File: src/rtl/spi_pkg.sv
// Shared definitions for the SPI transfer controller: FSM state encoding,
// SPI mode constants, default word width / clock divider and bit counter width.
// No ports; imported by spi_bit_cnt and spi_xfer_ctrl.
package spi_pkg;

  // SPI mode 0: sclk idles low, data sampled on the rising edge.
  localparam logic SPI_CPOL = 1'b0;
  localparam logic SPI_CPHA = 1'b0;

  localparam int DEF_DATA_W  = 8;
  localparam int DEF_CLK_DIV = 2;

  // Bit counter width; covers DATA_W up to 16.
  localparam int CNT_W = 4;

  typedef enum logic [2:0] {
    ST_IDLE   = 3'd0,
    ST_SETUP  = 3'd1,
    ST_HIGH   = 3'd2,
    ST_LOW    = 3'd3,
    ST_FINISH = 3'd4
  } state_e;

endpackage

File: src/rtl/spi_bit_cnt.sv
// Loadable down counter that paces the shift, with a zero flag (NOR of all bits).
// Latency: cnt/zero update one clk after load/dec. Priority rst > dec > load > hold.
// Ports: clk, rst (sync, active high), load, dec, din -> cnt, zero.
module spi_bit_cnt
  import spi_pkg::*;
(
  input  logic             clk,
  input  logic             rst,
  input  logic             load,
  input  logic             dec,
  input  logic [CNT_W-1:0] din,
  output logic [CNT_W-1:0] cnt,
  output logic             zero
);

  logic [CNT_W-1:0] cnt_q;
  logic [CNT_W-1:0] cnt_d;

  always_comb begin
    cnt_d = cnt_q;
    if (dec) begin
      cnt_d = cnt_q - CNT_W'(1);
    end else if (load) begin
      cnt_d = din;
    end
  end

  always_ff @(posedge clk) begin
    if (rst) begin
      cnt_q <= '0;
    end else begin
      cnt_q <= cnt_d;
    end
  end

  assign cnt  = cnt_q;
  assign zero = ~|cnt_q;

endmodule

File: src/rtl/spi_xfer_ctrl.sv
// SPI mode-0 master sequencer: one DATA_W-bit word per start, MSB first.
// Latency: done pulses (2*DATA_W+2)*CLK_DIV+1 posedges after the accept edge.
// Backpressure: start is ignored while busy; a new start may be taken in the done cycle.
// Ports: clk, rst (sync, active high), start, tx_data -> rx_data, busy, done;
//        SPI pins sclk, mosi, cs_n out, miso in.
module spi_xfer_ctrl
  import spi_pkg::*;
#(
  parameter int DATA_W  = DEF_DATA_W,
  parameter int CLK_DIV = DEF_CLK_DIV
) (
  input  logic              clk,
  input  logic              rst,
  input  logic              start,
  input  logic [DATA_W-1:0] tx_data,
  output logic [DATA_W-1:0] rx_data,
  output logic              busy,
  output logic              done,
  output logic              sclk,
  output logic              mosi,
  input  logic              miso,
  output logic              cs_n
);

  localparam int               DIV_W    = (CLK_DIV > 1) ? $clog2(CLK_DIV) : 1;
  localparam logic [DIV_W-1:0] DIV_LAST = DIV_W'(CLK_DIV - 1);

  state_e            state_q;
  logic [DIV_W-1:0]  div_q;
  logic [DATA_W-1:0] tx_shift_q;
  logic [DATA_W-1:0] rx_shift_q;
  logic [DATA_W-1:0] rx_data_q;
  logic              sclk_q;
  logic              mosi_q;
  logic              cs_n_q;
  logic              busy_q;
  logic              done_q;
  // FINISH spans two phases: a trailing sclk-low half period, then the cs_n hold.
  logic              fin_hold_q;

  logic              phase_end;
  logic              accept;
  logic              cnt_dec;
  logic              cnt_zero;
  logic [CNT_W-1:0]  cnt_val;

  assign phase_end = (div_q == '0);
  assign accept    = (state_q == ST_IDLE) && start;
  assign cnt_dec   = (state_q == ST_HIGH) && phase_end && !cnt_zero;

  spi_bit_cnt u_bit_cnt (
    .clk  (clk),
    .rst  (rst),
    .load (accept),
    .dec  (cnt_dec),
    .din  (CNT_W'(DATA_W - 1)),
    .cnt  (cnt_val),
    .zero (cnt_zero)
  );

  always_ff @(posedge clk) begin
    if (rst) begin
      state_q    <= ST_IDLE;
      div_q      <= '0;
      tx_shift_q <= '0;
      rx_shift_q <= '0;
      rx_data_q  <= '0;
      sclk_q     <= SPI_CPOL;
      mosi_q     <= 1'b0;
      cs_n_q     <= 1'b1;
      busy_q     <= 1'b0;
      done_q     <= 1'b0;
      fin_hold_q <= 1'b0;
    end else begin
      done_q <= 1'b0;

      // Phase divider runs in every state except IDLE.
      if (state_q != ST_IDLE) begin
        div_q <= phase_end ? DIV_LAST : div_q - DIV_W'(1);
      end

      case (state_q)
        ST_IDLE: begin
          if (start) begin
            tx_shift_q <= tx_data;
            mosi_q     <= tx_data[DATA_W-1];
            cs_n_q     <= 1'b0;
            busy_q     <= 1'b1;
            div_q      <= DIV_LAST;
            state_q    <= ST_SETUP;
          end
        end

        ST_SETUP, ST_LOW: begin
          // Rising sclk edge: sample miso as we enter HIGH.
          if (phase_end) begin
            sclk_q     <= 1'b1;
            rx_shift_q <= {rx_shift_q[DATA_W-2:0], miso};
            state_q    <= ST_HIGH;
          end
        end

        ST_HIGH: begin
          if (phase_end) begin
            sclk_q <= 1'b0;
            if (cnt_zero) begin
              fin_hold_q <= 1'b0;
              state_q    <= ST_FINISH;
            end else begin
              tx_shift_q <= tx_shift_q << 1;
              mosi_q     <= tx_shift_q[DATA_W-2];
              state_q    <= ST_LOW;
            end
          end
        end

        ST_FINISH: begin
          if (phase_end) begin
            if (!fin_hold_q) begin
              fin_hold_q <= 1'b1;
            end else begin
              cs_n_q    <= 1'b1;
              busy_q    <= 1'b0;
              done_q    <= 1'b1;
              rx_data_q <= rx_shift_q;
              state_q   <= ST_IDLE;
            end
          end
        end

        default: state_q <= ST_IDLE;
      endcase
    end
  end

  assign rx_data = rx_data_q;
  assign busy    = busy_q;
  assign done    = done_q;
  assign sclk    = sclk_q;
  assign mosi    = mosi_q;
  assign cs_n    = cs_n_q;

endmodule

File: config.mk
export PLATFORM = sky130hd
export DESIGN_NAME = spi_xfer_ctrl
export DESIGN_NICKNAME = d
export VERILOG_FILES = /design/src/rtl/spi_pkg.sv /design/src/rtl/spi_bit_cnt.sv /design/src/rtl/spi_xfer_ctrl.sv
export SDC_FILE = /design/constraint.sdc
export NUM_CORES = 1
export LEC_CHECK = 0
export ABC_AREA = 1
export CORE_UTILIZATION = 26
export CTS_BUF_LIST = sky130_fd_sc_hd__clkbuf_8
export CTS_CLUSTER_DIAMETER = 200
export CTS_CLUSTER_SIZE = 28
export DETAILED_ROUTE_END_ITERATION = 8
export PLACE_DENSITY = 0.46
export SLEW_MARGIN = 20
export SYNTH_ARGS = -nofsm -noshare
export SYNTH_HDL_FRONTEND = slang
export SYNTH_SLANG_ARGS = --single-unit
File: constraint.sdc
create_clock -name clk -period 2.2 [get_ports clk]
set_input_delay 0.33 -clock clk [delete_from_list [all_inputs] [get_ports clk]]
set_output_delay 0.33 -clock clk [all_outputs]
set_load 0.005 [all_outputs]
==> impl_results.rst, run 1 <==
.. list-table::
   :header-rows: 1

   * - Metric
     - Value
   * - Synthesis-stage register bit count
     - 37
   * - Final Max Tran Viols
     - 0
   * - Post-CTS Resized
     - 0
   * - Horiz. Die Dim
     - 81.4 microns
   * - Cell row count
     - 28
   * - Share of the synthesized area in the top cell type
     - 0.452
   * - Initial standard-cell utilization of the core
     - 0.273
   * - Crit Path Class
     - flop to flop
   * - Per-cell routed wire length
     - 10.4 microns
   * - Average footprint of a synthesized cell
     - 7.34 sq um
   * - Clock skew after layout
     - 0.0147 ns
   * - Remaining max-slew budget at the tightest pin
     - 0.633
   * - TritonCTS Sinks
     - 37
   * - Later-pin clock latency in the skew report
     - 0.29 ns
   * - Critical path endpoint category
     - flop
   * - Sequential element share of the synthesized area
     - 0.452
   * - Antenna violations before repair
     - 0
   * - Number of endpoints with negative hold slack in the final report
     - 0
   * - Worst-path fanout max
     - 11
   * - Startpoint of the lowest-slack hold path
     - rx_shift_q[7]$_SDFFE_PP0P_
   * - R2r startpoint
     - u_bit_cnt.cnt[0]$_SDFFE_PP0P_
   * - Via-per-instance ratio
     - 4.33
   * - Die height
     - 81.4 microns
   * - Power Dens Cells
     - 1160 nW/um^2
   * - Main flop type after synthesis
     - sky130_fd_sc_hd__dfxtp_1
   * - Max Freq
     - 625 MHz
   * - Total power
     - 2380 uW
   * - Antenna diodes
     - 0
   * - Area of the die
     - 6620 sq um
   * - Post-synth top area cell
     - sky130_fd_sc_hd__dfxtp_1
   * - End point of the most critical hold path
     - rx_data[7]$_SDFFE_PP0P_
   * - Buffers inserted during post-CTS setup optimization
     - 0
   * - I/O pin count
     - 25
   * - Reg-to-Reg End
     - state_q[0]$_SDFFE_PP0P_
   * - Residual DRC count
     - 0
   * - Leftover overflow at the end of global routing
     - 0
   * - Wire length of the first global-routing pass
     - 5580 microns
   * - Most frequent standard cell in the layout excluding fill and tap cells
     - sky130_fd_sc_hd__nand2_1
   * - Number of buffers inserted during clock tree synthesis
     - 5
   * - Min Tclk post-route
     - 1.60 ns
   * - Final-stage net count
     - 260
   * - Clock H-tree levels
     - 2
   * - Placed cells
     - 315
   * - Portion of the clock cycle consumed by the worst path in the final layout
     - 0.727
   * - Area delta synth->final
     - 24.7%
   * - Last weighted congestion value of the routability-driven placer
     - 0.739
   * - Number of standard cells after synthesis
     - 223
   * - Worst Setup Start Kind
     - flop
   * - Worst hold-check path type
     - flop to flop
   * - Slew of the pin with the lowest slew margin
     - 0.549 ns
   * - Mapped Nets
     - 236
   * - Global Route Usage Sum
     - 0.111
   * - Yosys warns
     - 0
   * - Count of different cell masters after synthesis
     - 25
   * - First-pass iteration count of the detailed router
     - 4
   * - Cell chosen for the clock root
     - sky130_fd_sc_hd__clkbuf_8
   * - Syn Std Cell Area
     - 1640 sq um
   * - 1st-iter DRT viols
     - 36
   * - Detail Placement HPWL
     - 2330 microns
   * - VDD IR max
     - 0.000322 V
   * - Required arrival time at the worst endpoint
     - 2.38 ns
   * - Unrepaired setup endpoints after global routing
     - false
   * - Final setup fails
     - 0
   * - Proportion of synthesized flip-flops having asynchronous set or reset
     - 0
   * - CP Launch Point
     - u_bit_cnt.cnt[0]$_SDFFE_PP0P_
   * - Worst setup slack for register-to-register paths
     - 0.60 ns
   * - Count of cells along the worst register-to-register path
     - 11
   * - Arrival time of the worst setup path
     - 1.78 ns
   * - Core footprint
     - 5990 sq um
   * - Number of vias in the routed layout
     - 1397
   * - Result of the run
     - complete, no violations
   * - Clock-pin slew on the worst setup and hold paths
     - 0.08 ns
   * - Clock tree from TritonCTS
     - built
   * - Final Instance Count excl. Fillers
     - 323
   * - Largest cells by area after synthesis
     - sky130_fd_sc_hd__dfxtp_1, sky130_fd_sc_hd__nand2_1, sky130_fd_sc_hd__o21ai_0
   * - Number of enable-type register cells in the synthesized netlist
     - 0
   * - Most used cells in the layout excluding fill and tap cells
     - sky130_fd_sc_hd__nand2_1, sky130_fd_sc_hd__dfxtp_1, sky130_fd_sc_hd__inv_1, sky130_fd_sc_hd__o21ai_0, sky130_fd_sc_hd__clkdlybuf4s50_1
   * - Leakage
     - 0.000872 uW
   * - Pin count of the biggest net entering global routing
     - 18
   * - Number of routed nets with antenna violations
     - 0
   * - Number of maximum-capacitance violations
     - 0
   * - Vias in the first global route
     - 1216
   * - Proportion of layout cells with a drive suffix above 1
     - 0.101
   * - Total wirelength of the detailed-routed design
     - 3370 microns
   * - Total negative setup slack
     - 0 ns
   * - Count of cells along the worst hold path
     - 2
   * - Maximum clock path buffer count
     - 2
   * - Number of I/O port buffers
     - 24
   * - CTS hold repair buffers
     - 0
## registers in the layout, indices dropped and copies added, names as in the netlist, 3 cells and up
name,flops
u_bit_cnt.cnt,4
tx_shift_q,7
state_q,3
rx_data,8
rx_shift_q,8
## logic make-up (layout without fill, tap and decap cells)
kind of cell             count (synthesis)  after routing  share of synthesized area
adder cells (fa/ha/maj)                  1              1                    0.00764
AND/OR/NAND/NOR                         92             92                      0.266
buffers and inverters                   43             68                      0.118
AO/OA/AOI/OAI                           50             50                      0.157
flip-flops                              37             37                      0.452
## per-stage QoR
step | utilization | area, sq um | setup WS, ns | hold WS, ns
finish | 0.341 | 2040 | 0.601 | 0.456
global route | 0.341 | 2040 | 0.439 | 0.490
CTS | 0.341 | 2040 | 0.579 | 0.456
detailed placement | 0.321 | 1920 | 0.429 | 0.445
global placement | 0.321 | 1920 | 0.486 | 0.450
floorplan | - | 1640 | 0.832 | 0.430
## critical path: stages, from the launching register on
cell	delay (ns)
sky130_fd_sc_hd__dfxtp_1	0.31
sky130_fd_sc_hd__inv_1	0.10
sky130_fd_sc_hd__ha_1	0.18
sky130_fd_sc_hd__nand2_1	0.09
sky130_fd_sc_hd__nor2_2	0.16
sky130_fd_sc_hd__inv_1	0.09
sky130_fd_sc_hd__nand2_4	0.13
sky130_fd_sc_hd__nand2_4	0.07
sky130_fd_sc_hd__inv_2	0.18
sky130_fd_sc_hd__nand2_1	0.08
sky130_fd_sc_hd__nand2_1	0.06
sky130_fd_sc_hd__inv_1	0.04
## worst max path at each step
stage | depth (start not counted) | endpoint
3_3_place_gp | 5 | rx_data[4]$_SDFFE_PP0P_
2_1_floorplan | 12 | state_q[0]$_SDFFE_PP0P_
6_report | 11 | state_q[0]$_SDFFE_PP0P_
4_1_cts | 11 | state_q[0]$_SDFFE_PP0P_
5_1_grt | 11 | state_q[0]$_SDFFE_PP0P_
3_5_place_dp | 5 | rx_shift_q[4]$_SDFFE_PP0P_
## routing by layer
layer | vias to the layer above | wire, microns | GRT usage | share of wire
met1 | 607 | 1750 | 0.141 | 0.52
met2 | 33 | 1390 | 0.175 | 0.41
met4 | 0 | 23 | 0.0375 | 0.0068
li1 | 755 | - | - | -
met3 | 2 | 205 | 0.0371 | 0.061
met5 | - | 0 | 0 | 0
## cell usage after synthesis, types with 2 or more instances
cell and number:
sky130_fd_sc_hd__nand2_1 42, sky130_fd_sc_hd__nor2_4 3, sky130_fd_sc_hd__o21ai_0 24, sky130_fd_sc_hd__inv_2 4, sky130_fd_sc_hd__dfxtp_1 37, sky130_fd_sc_hd__nand3_1 16, sky130_fd_sc_hd__buf_6 3, sky130_fd_sc_hd__clkbuf_1 3
sky130_fd_sc_hd__nor2_1 20, sky130_fd_sc_hd__nand4_1 2, sky130_fd_sc_hd__nor2_2 2, sky130_fd_sc_hd__a31oi_1 2, sky130_fd_sc_hd__inv_1 30, sky130_fd_sc_hd__nand2_4 3, sky130_fd_sc_hd__a21oi_1 22
## cell type report
| class | count | area, sq um |
|---|---|---|
| clock buffer | 6 | 82.6 |
| clock inverter | 2 | 37.5 |
| fill | 656 | 3950 |
| inverter | 34 | 128 |
| multi-input combinational | 143 | 704 |
| sequential | 37 | 741 |
| tap | 75 | 93.8 |
| timing repair buffer | 26 | 255 |
## power breakdown
group          internal, uW  switching (uW)
Sequential              834             108
Clock                   369             248
Combinational           314             504
Note: power is estimated with default switching activity, not from simulation.
==> inputs of run 2 (changes only) <==
- clock period: 2.2 -> 1.5 ns (I/O delays scaled with it)
==> run 2 against run 1 <==
  * Critical path depth shrank 10
  * Clock-buffer cell count shrank 1
  * Worst hold slack gained 0.0050 ns
  * Global-route usage grew 1.2 points
  * Power grew 45%
  * Sequential share of layout area shrank 1.0 points
  * Final cell count grew 3.1%
  * Via count grew 1.4%
  * Clock skew shrank 0.0065 ns
  * Highest routed layer unchanged
  * Register-to-register slack lost 0.47 ns
==> impl_results.rst, run 2 (same netlist as run 1, synthesis figures left out) <==
.. list-table::
   :header-rows: 1

   * - Metric
     - Value
   * - Final Max Tran Viols
     - 0 (unchanged)
   * - Number of routed nets with antenna violations
     - 0 (unchanged)
   * - Number of I/O port buffers
     - 24 (unchanged)
   * - Number of endpoints with negative hold slack in the final report
     - 0 (unchanged)
   * - Core footprint
     - 5990 sq um (unchanged)
   * - Residual DRC count
     - 0 (unchanged)
   * - Detail Placement HPWL
     - 2540 microns (+9.0%)
   * - Most frequent standard cell in the layout excluding fill and tap cells
     - sky130_fd_sc_hd__nand2_1
   * - Worst-path fanout max
     - 2 (-9)
   * - Total length of routed met3 wires
     - 184 microns (-10%)
   * - Cell chosen for the clock root
     - sky130_fd_sc_hd__clkbuf_8
   * - First-pass iteration count of the detailed router
     - 4 (unchanged)
   * - Total wirelength of the detailed-routed design
     - 3580 microns (+6.1%)
   * - Clock tree from TritonCTS
     - built
   * - Clock H-tree levels
     - 2 (unchanged)
   * - Power Dens Cells
     - 1640 nW/um^2 (+41%)
   * - Crit Path Class
     - flop to primary output
   * - Via-per-instance ratio
     - 4.26 (-1.6%)
   * - VDD IR max
     - 0.000638 V (+98%)
   * - Critical path endpoint category
     - primary output
   * - Per-cell routed wire length
     - 10.7 microns (+2.9%)
   * - I/O pin count
     - 25 (unchanged)
   * - Leftover overflow at the end of global routing
     - 0 (unchanged)
   * - Total of fill cells in the finished design
     - 636 (-3.0%)
   * - Antenna diodes
     - 0 (unchanged)
   * - Area delta synth->final
     - 28.3%
   * - Die height
     - 81.4 microns (unchanged)
   * - Slew of the pin with the lowest slew margin
     - 0.361 ns (-0.188 ns)
   * - Initial standard-cell utilization of the core
     - 0.273 (unchanged)
   * - DR WL met2
     - 1560 microns (+12%)
   * - Global Route Usage Sum
     - 0.123 (+0.0119)
   * - Antenna violations before repair
     - 0 (unchanged)
   * - TritonCTS Sinks
     - 37 (unchanged)
   * - Cell type group with the largest total delay on the critical path
     - buffers and inverters
   * - Most used cells in the layout excluding fill and tap cells
     - sky130_fd_sc_hd__nand2_1, sky130_fd_sc_hd__dfxtp_1, sky130_fd_sc_hd__inv_1, sky130_fd_sc_hd__o21ai_0, sky130_fd_sc_hd__clkdlybuf4s50_1
   * - Remaining max-slew budget at the tightest pin
     - 0.759 (+0.126)
   * - Worst setup slack for register-to-register paths
     - 0.13 ns (-0.47 ns)
   * - Proportion of layout cells with a drive suffix above 1
     - 0.147 (+0.0465)
   * - Top routing layer used
     - met4
   * - Max Freq
     - 719 MHz
   * - Worst hold-check path type
     - flop to flop
   * - Max incr delay on CP
     - 0.52 ns (+0.21 ns)
   * - Combined buffer and inverter count along the critical path
     - 1 (-3)
   * - Portion of the clock cycle consumed by the worst path in the final layout
     - 0.927
   * - Leakage
     - 0.000909 uW (+4.2%)
   * - Post-route met1 wirelength
     - 1790 microns (+2.5%)
   * - Maximum clock path buffer count
     - 2 (unchanged)
   * - Slowest-stage cell, CP
     - sky130_fd_sc_hd__clkdlybuf4s50_1
   * - Arrival time of the worst setup path
     - 1.17 ns (-0.61 ns)
   * - Final-stage net count
     - 270 (+3.8%)
   * - Horiz. Die Dim
     - 81.4 microns (unchanged)
   * - Worst Setup Start Kind
     - flop
   * - Unrepaired setup endpoints after global routing
     - false
   * - CTS hold repair buffers
     - 0 (unchanged)
   * - DP Area
     - 1990 sq um (+3.5%)
   * - Area of the die
     - 6620 sq um (unchanged)
   * - Vias in the first global route
     - 1329 (+9.3%)
   * - Clock-pin slew on the worst setup and hold paths
     - 0.08 ns (about the same)
   * - Final core utilization
     - 0.351 (+0.00982)
   * - Required arrival time at the worst endpoint
     - 1.27 ns (-1.11 ns)
   * - Cell row count
     - 28 (unchanged)
   * - Number of buffers inserted during clock tree synthesis
     - 5 (unchanged)
   * - Number of vias in the routed layout
     - 1417 (+1.4%)
   * - Last weighted congestion value of the routability-driven placer
     - 0.809 (+9.5%)
   * - Number of maximum-capacitance violations
     - 0 (unchanged)
   * - Post-route design area
     - 2100 sq um (+2.9%)
   * - Cells along the critical path
     - clkdlybuf4s50_1
   * - Result of the run
     - complete, no violations
   * - Pin count of the biggest net entering global routing
     - 18 (unchanged)
   * - 1st-iter DRT viols
     - 39 (+8.3%)
   * - Final setup fails
     - 0 (unchanged)
   * - Later-pin clock latency in the skew report
     - 0.29 ns (about the same)
   * - Clock skew after layout
     - 0.00817 ns (-0.00651 ns)
   * - Wire length of the first global-routing pass
     - 6150 microns (+10%)
   * - Min Tclk post-route
     - 1.39 ns
   * - Total negative setup slack
     - 0 ns (unchanged)
## run 2: per-stage QoR
stage	total power, uW	hold slack, ns	setup slack (ns)	std cells
floorplan	2370	0.391	0.132	223
global placement	2710	0.450	0.0687	324
detailed placement	2700	0.450	0.0326	324
CTS	3430	0.464	0.0122	332
global route	3780	0.486	0.00339	333
finish	3440	0.461	0.109	333
## run 2: layout make-up
class | instances | area, sq um | area share
tap | 75 | 93.8 | 0.0447
multi-input combinational | 143 | 712 | 0.339
timing repair buffer | 36 | 334 | 0.159
clock inverter | 3 | 21.3 | 0.0101
inverter | 34 | 130 | 0.0619
sequential | 37 | 741 | 0.353
clock buffer | 5 | 68.8 | 0.0328
## run 2: what timing repair did
| action | 4_1_cts | 5_1_grt |
|---|---|---|
| setup endpoints to repair | 0 | 12 |
| resized for setup | 0 | 6 |
| buffers inserted | 0 | 1 |
## run 2: final timing paths
check | startpoint | end | depth (start not counted)
min reg2reg | rx_shift_q[7]$_SDFFE_PP0P_ | rx_shift_q[7]$_SDFFE_PP0P_ | 2
max reg2reg | u_bit_cnt.cnt[0]$_SDFFE_PP0P_ | u_bit_cnt.cnt[2]$_SDFFE_PP0P_ | 11
max | busy$_SDFFE_PP0P_ | busy | 1
min | rx_shift_q[7]$_SDFFE_PP0P_ | rx_shift_q[7]$_SDFFE_PP0P_ | 2
## run 2: report_power, final
part           switching, uW  leakage (uW)  internal [uW]
Sequential               155      0.000303           1220
Combinational            781      0.000561            570
Clock                    381     0.0000445            330
## run 2: per-layer routing
| layer | global-route usage | vias up |
|---|---|---|
| met5 | 0 | - |
| met1 | 0.159 | 606 |
| met4 | 0.0429 | 0 |
| met2 | 0.194 | 25 |
| li1 | - | 781 |
| met3 | 0.0348 | 5 |
## run 2: worst register-to-register path: stages, from the launching register on
cell and delay, ns:
sky130_fd_sc_hd__dfxtp_1 0.32, sky130_fd_sc_hd__inv_2 0.07, sky130_fd_sc_hd__ha_2 0.17, sky130_fd_sc_hd__nand2_1 0.10, sky130_fd_sc_hd__nor2_4 0.13, sky130_fd_sc_hd__inv_1 0.07
sky130_fd_sc_hd__nand2_4 0.08, sky130_fd_sc_hd__nand2_4 0.06, sky130_fd_sc_hd__inv_4 0.11, sky130_fd_sc_hd__nand2_1 0.06, sky130_fd_sc_hd__nand2_1 0.06, sky130_fd_sc_hd__inv_1 0.03
